<file path="src/rtl/ahb_lite_arbiter.sv">
// Two-master AHB-lite arbiter and bus mux in front of a single slave.
// Round-robin address-phase grant that never splits a fixed-length burst.
module ahb_lite_arbiter #(
  parameter int ADDR_W = 32,
  parameter int DATA_W = 32
) (
  input  logic              HCLK,
  input  logic              HRESET,

  input  logic              HBUSREQ_0,
  input  logic              HBUSREQ_1,
  output logic              HGRANT_0,
  output logic              HGRANT_1,

  input  logic [ADDR_W-1:0] HADDR_0,
  input  logic [1:0]        HTRANS_0,
  input  logic              HWRITE_0,
  input  logic [2:0]        HSIZE_0,
  input  logic [2:0]        HBURST_0,
  input  logic [3:0]        HPROT_0,
  input  logic [DATA_W-1:0] HWDATA_0,

  input  logic [ADDR_W-1:0] HADDR_1,
  input  logic [1:0]        HTRANS_1,
  input  logic              HWRITE_1,
  input  logic [2:0]        HSIZE_1,
  input  logic [2:0]        HBURST_1,
  input  logic [3:0]        HPROT_1,
  input  logic [DATA_W-1:0] HWDATA_1,

  output logic [ADDR_W-1:0] HADDR,
  output logic [1:0]        HTRANS,
  output logic              HWRITE,
  output logic [2:0]        HSIZE,
  output logic [2:0]        HBURST,
  output logic [3:0]        HPROT,
  output logic [DATA_W-1:0] HWDATA,
  output logic              HSEL,

  input  logic              HREADYOUT,
  input  logic              HRESP,
  input  logic [DATA_W-1:0] HRDATA,
  output logic              HREADY,
  output logic              HMASTER,

  output logic              HRESP_0,
  output logic              HRESP_1,
  output logic [DATA_W-1:0] HRDATA_0,
  output logic [DATA_W-1:0] HRDATA_1
);

  localparam logic [1:0] TRANS_IDLE   = 2'b00;
  localparam logic [1:0] TRANS_NONSEQ = 2'b10;
  localparam logic [1:0] TRANS_SEQ    = 2'b11;

  localparam logic [2:0] BURST_SINGLE = 3'b000;
  localparam logic [2:0] BURST_INCR   = 3'b001;
  localparam logic [2:0] BURST_WRAP4  = 3'b010;
  localparam logic [2:0] BURST_INCR4  = 3'b011;
  localparam logic [2:0] BURST_WRAP8  = 3'b100;
  localparam logic [2:0] BURST_INCR8  = 3'b101;
  localparam logic [2:0] BURST_WRAP16 = 3'b110;
  localparam logic [2:0] BURST_INCR16 = 3'b111;

  logic       grant_q, grant_d;
  logic       addr_owner_q, addr_owner_d;
  logic       data_owner_q, data_owner_d;
  logic [3:0] beat_cnt_q, beat_cnt_d;
  logic       last_won_q, last_won_d;

  logic       hready;
  logic [1:0] htrans_g;
  logic [2:0] hburst_g;
  logic       hbusreq_g;
  logic       locked;
  logic       holding;
  logic       arb_ok;

  // Slave-side mux: address/control from the address-phase owner,
  // write data from the data-phase owner.
  always_comb begin
    hready  = HREADYOUT;
    HREADY  = hready;
    HMASTER = addr_owner_q;
    HGRANT_0 = ~grant_q;
    HGRANT_1 = grant_q;

    HADDR  = addr_owner_q ? HADDR_1  : HADDR_0;
    HTRANS = addr_owner_q ? HTRANS_1 : HTRANS_0;
    HWRITE = addr_owner_q ? HWRITE_1 : HWRITE_0;
    HSIZE  = addr_owner_q ? HSIZE_1  : HSIZE_0;
    HBURST = addr_owner_q ? HBURST_1 : HBURST_0;
    HPROT  = addr_owner_q ? HPROT_1  : HPROT_0;
    HWDATA = data_owner_q ? HWDATA_1 : HWDATA_0;
    HSEL   = HTRANS[1];

    HRESP_0  = HRESP;
    HRESP_1  = HRESP;
    HRDATA_0 = HRDATA;
    HRDATA_1 = HRDATA;
  end

  // Arbitration looks at the granted master, which during a handover is not
  // yet the address-phase owner.
  always_comb begin
    htrans_g  = grant_q ? HTRANS_1  : HTRANS_0;
    hburst_g  = grant_q ? HBURST_1  : HBURST_0;
    hbusreq_g = grant_q ? HBUSREQ_1 : HBUSREQ_0;

    locked  = (beat_cnt_q != 4'd0);
    holding = 1'b1;
    if (htrans_g == TRANS_IDLE) begin
      holding = 1'b0;
    end else if ((htrans_g == TRANS_NONSEQ) && !hbusreq_g &&
                 ((hburst_g == BURST_SINGLE) || (hburst_g == BURST_INCR))) begin
      holding = 1'b0;
    end
    arb_ok = hready && !locked && !holding;
  end

  always_comb begin
    beat_cnt_d = beat_cnt_q;
    if (!hready && HRESP) begin
      beat_cnt_d = '0;
    end else if (hready) begin
      if (HTRANS == TRANS_NONSEQ) begin
        case (HBURST)
          BURST_INCR4,  BURST_WRAP4:  beat_cnt_d = 4'd3;
          BURST_INCR8,  BURST_WRAP8:  beat_cnt_d = 4'd7;
          BURST_INCR16, BURST_WRAP16: beat_cnt_d = 4'd15;
          default:                    beat_cnt_d = '0;
        endcase
      end else if ((HTRANS == TRANS_SEQ) && (beat_cnt_q != 4'd0)) begin
        beat_cnt_d = beat_cnt_q - 4'd1;
      end
    end
  end

  always_comb begin
    grant_d    = grant_q;
    last_won_d = last_won_q;
    if (arb_ok) begin
      if (HBUSREQ_0 && HBUSREQ_1) begin
        grant_d = ~last_won_q;
      end else if (HBUSREQ_1) begin
        grant_d = 1'b1;
      end else begin
        grant_d = 1'b0;
      end
      if (HBUSREQ_0 || HBUSREQ_1) begin
        last_won_d = grant_d;
      end
    end
  end

  always_comb begin
    addr_owner_d = addr_owner_q;
    data_owner_d = data_owner_q;
    if (hready) begin
      data_owner_d = addr_owner_q;
      addr_owner_d = grant_q;
    end
  end

  always_ff @(posedge HCLK or negedge HRESET) begin
    if (!HRESET) begin
      grant_q      <= 1'b0;
      addr_owner_q <= 1'b0;
      data_owner_q <= 1'b0;
      beat_cnt_q   <= '0;
      last_won_q   <= 1'b1;
    end else begin
      grant_q      <= grant_d;
      addr_owner_q <= addr_owner_d;
      data_owner_q <= data_owner_d;
      beat_cnt_q   <= beat_cnt_d;
      last_won_q   <= last_won_d;
    end
  end

endmodule

</file>
<file path="config.mk">
export PLATFORM = sky130hd
export DESIGN_NAME = ahb_lite_arbiter
export DESIGN_NICKNAME = d
export VERILOG_FILES = /design/src/rtl/ahb_lite_arbiter.sv
export SDC_FILE = /design/constraint.sdc
export NUM_CORES = 1
export LEC_CHECK = 0
export CAP_MARGIN = 5
export CORE_AREA = 2 2 131 133
export CTS_CLUSTER_DIAMETER = 50
export CTS_CLUSTER_SIZE = 30
export DETAILED_ROUTE_END_ITERATION = 10
export DIE_AREA = 0 0 133 135
export HOLD_SLACK_MARGIN = 0.02
export PLACE_DENSITY_LB_ADDON = 0.08
export SYNTH_ARGS = -nofsm -noshare
export SYNTH_HDL_FRONTEND = slang
export SYNTH_SLANG_ARGS = --single-unit
</file>
<file path="constraint.sdc">
create_clock -name HCLK -period 2.6 [get_ports HCLK]
set_clock_uncertainty 0.15 [all_clocks]
set_input_delay 0.52 -clock HCLK [delete_from_list [all_inputs] [get_ports HCLK]]
set_output_delay 0.52 -clock HCLK [all_outputs]
set_load 0.02 [all_outputs]
</file>
==> impl.org <==
** Pwr
- For this design the ratio of total power to cell area is 754.9 nW/um^2.
- Maximum vdd drop :: 0.2231 mV
- Leakage power of the design :: 1.578 nW
- Total power for the finished layout comes to 3.220 mW.

** Status
- Run status :: complete, no violations

** Clock network
- Total of cells resized after clock tree synthesis :: 0
- Number of post-CTS setup repair buffers :: 0
- H-tree levels :: 1
- For the worst-skew pair, the clock arrives at the later sink with an insertion delay of 230 ps.
- CTS clk-pin slew, worst paths :: 40 ps
- Clk root buf :: sky130_fd_sc_hd__clkbuf_16
- TritonCTS clock tree :: built
- Number of clock buffers inserted by TritonCTS :: 3
- Clk buf depth :: 2
- The clock drives 8 sinks.
- After clock tree synthesis, the flow added hold-fix buffers numbering 0.

** Die
- I/O pin cnt :: 340
- The die covers 17960 sq um.
- Die height :: 135 um
- The die is 133 um wide.
- Core outline area :: 16410 sq um
- Initial core utilization :: 11.97%
- Number of standard-cell rows in the floorplan :: 47

** Finish
- Commonest cells after routing, fill and taps aside :: 243 x sky130_fd_sc_hd__clkdlybuf4s50_1, 77 x sky130_fd_sc_hd__mux2_2, 6 x sky130_fd_sc_hd__dfrtp_1, 6 x sky130_fd_sc_hd__inv_1
- Most common cell after layout, fill and taps aside :: sky130_fd_sc_hd__clkdlybuf4s50_1
- Layout Nets :: 577
- Non-filler instance count after layout :: 602
- Final design utilization :: 26.00%
- Share of layout cells above drive strength 1 :: 23.82%
- Post-layout instance area :: 4265 sq um
- Layout overhead on the synthesized area :: 117.1%
- Number of diodes :: 0

** Logic synthesis
- Avg Inst Size Synth :: 9.399 sq um
- Fraction of registers with async set/reset :: 100.0%
- Flip-flop cell with the highest count after synthesis :: sky130_fd_sc_hd__dfrtp_1
- Net Count, Synth :: 403
- By area the synthesized netlist is led by sky130_fd_sc_hd__mux2_2 44%, sky130_fd_sc_hd__buf_4 26%, sky130_fd_sc_hd__dfrtp_1 8.9%, sky130_fd_sc_hd__buf_2 1.5%, sky130_fd_sc_hd__mux2i_1 1.5%.
- Yosys mapped the design onto 35 distinct sky130hd cell types.
- Post-synthesis instance total :: 209
- Yosys Warn Count :: 0
- Summed over all instances, the cell type with the most area after synthesis is sky130_fd_sc_hd__mux2_2.
- Summed instance area of the synthesized netlist :: 1964 sq um
- Fraction of synthesized cell area taken by the top area cell type :: 44.14%
- Number of synthesized flops with an enable pin :: 0
- In this run, synthesis produced a sequential element count of 8.
- Sequential-to-total area share from yosys stat :: 10.25%

** STA
- Final setup viols :: 0
- Fmax :: 397.6 MHz
- Headroom to the max-slew limit :: 68.17%
- Post-Route Setup TNS :: 0 ps
- At the pin with the least slew margin, the transition time is 476.4 ps.
- Setup repair after global routing left no endpoint under its margin.
- Final-layout worst hold slack :: 387.5 ps
- The count of final max-slew check failures came to 0.
- After layout, the worst setup slack is 84.84 ps.
- Fin crit share :: 96.74%
- For the finished layout, the period the worst path requires is 2515 ps.
- Final number of hold-violating endpoints :: 0

** Critical path
- Most frequent cell on the critical path :: sky130_fd_sc_hd__clkdlybuf4s50_1
- The worst register-to-register path has a depth of 5.
- Data arrives at the worst endpoint at 1850 ps.
- In this design, the stage delay of the slowest critical-path cell is 600 ps.
- STA puts the critical path data required time at 1930 ps.
- The critical path goes through clkdlybuf4s50_1, mux2i_1, inv_1, clkdlybuf4s50_1.
- Class of the most critical setup path :: primary input to primary output
- Of all nets on the critical path, the largest fanout is 3.
- Slowest-stage cell, CP :: sky130_fd_sc_hd__clkdlybuf4s50_1
- Element type at the critical path start :: primary input
- The worst setup path is captured at a primary output.

** Route
- Dividing the detail-routed wire length by the instance count gives 15.01 um.
- First-pass iteration count of the detailed router :: 4
- Using the TritonRoute via totals, the vias-per-cell ratio works out to 3.480.
- In the routed design, unresolved DRC markers number 0.
- Detailed Route Iter0 Violations :: 37
- For this block, the via count after detailed routing is 2095.
- Final antenna-violating net count :: 0
- Wires add up to 9035 um.

** Place
- Final RePlAce weighted congestion :: 0.7442
- Pre-CTS setup slack :: 81.12 ps
- Port Buffers :: 243
- The wire-length estimate of the detail-placed layout is 7667 um.
- Area after DPL :: 4161 sq um
- Placed Cells :: 597

** Worst hold path
- Counting instances, the worst hold path has a depth of 1.
- Worst hold-check path type :: register to register

** Run
- # Max-Cap Violations :: 0

** Global route
- GR Overflow Total :: 0
- The number of global-route vias before repair came to 2293.
- First-pass GRT wire length :: 12710 um
- Antenna violations before repair :: 0
- Pin count of the biggest net entering global routing :: 49
- Overall global routing resource usage :: 9.097%
## sequential cells by signal (all words and copies together) (netlist names)
signal	flops
beat_cnt_q	4
HGRANT_1	1
HMASTER	1
data_owner_q	1
last_won_q	1
## power by group
group          internal [mW]  switching [mW]  leakage [nW]
clock                  0.204          0.0560        0.0382
combinational           1.51            1.19          1.44
sequential             0.189          0.0638        0.0955
## per-layer routing
metal  GRT usage, %  wire length (um)
met5              0                 0
met4          3.704               256
met1          8.881              3030
met2          18.45              5018
met3          1.877               729
## path summary, 6_finish.rpt
check | from | end | slack (ps)
max | HTRANS_1[1] | HSEL | 80
min | beat_cnt_q[1]$_DFFE_PN0P_ | beat_cnt_q[1]$_DFFE_PN0P_ | 390
max reg2reg | HMASTER$_DFFE_PN0P_ | beat_cnt_q[0]$_DFFE_PN0P_ | 510
min reg2reg | beat_cnt_q[1]$_DFFE_PN0P_ | beat_cnt_q[1]$_DFFE_PN0P_ | 390
max in group asynchronous | HRESET | last_won_q$_DFFE_PN1P_ | 1560
min in group asynchronous | HRESET | beat_cnt_q[2]$_DFFE_PN0P_ | 430
## synthesized netlist by cell type, types with 2 or more instances
library cell / number
sky130_fd_sc_hd__nor2_1: 2
sky130_fd_sc_hd__nand2_1: 4
sky130_fd_sc_hd__a211oi_1: 2
sky130_fd_sc_hd__a31o_1: 2
sky130_fd_sc_hd__inv_1: 6
sky130_fd_sc_hd__buf_2: 6
sky130_fd_sc_hd__mux2i_1: 3
sky130_fd_sc_hd__o31ai_1: 2
sky130_fd_sc_hd__mux2_2: 77
sky130_fd_sc_hd__ha_1: 2
sky130_fd_sc_hd__nand3_1: 2
sky130_fd_sc_hd__dfrtp_1: 7
sky130_fd_sc_hd__mux2_4: 2
sky130_fd_sc_hd__buf_4: 68
sky130_fd_sc_hd__clkbuf_1: 4
## kinds of logic (layout without fill, tap and decap cells)
family	count (synthesis)	after routing	share of synthesized area, %
flops	8	8	10.26
buf+inv	85	258	30.00
mux	82	82	47.20
compound gates	13	13	5.542
simple gates	19	19	5.734
fa+ha+maj	2	2	1.274
## critical path: cells and delay by family
kind | cells | cell delay (ps)
buf+inv | 3 | 1210
mux | 1 | 120
## area by class of cell
class | count | area, sq um
clock buffers | 4 | 78.83
flip-flops and latches | 8 | 202.7
repair buffers | 248 | 2512
fillers | 1723 | 12140
inverters | 6 | 22.52
well taps | 220 | 275.3
multi-input cells | 116 | 1174
Note: power is estimated with default switching activity, not from simulation.
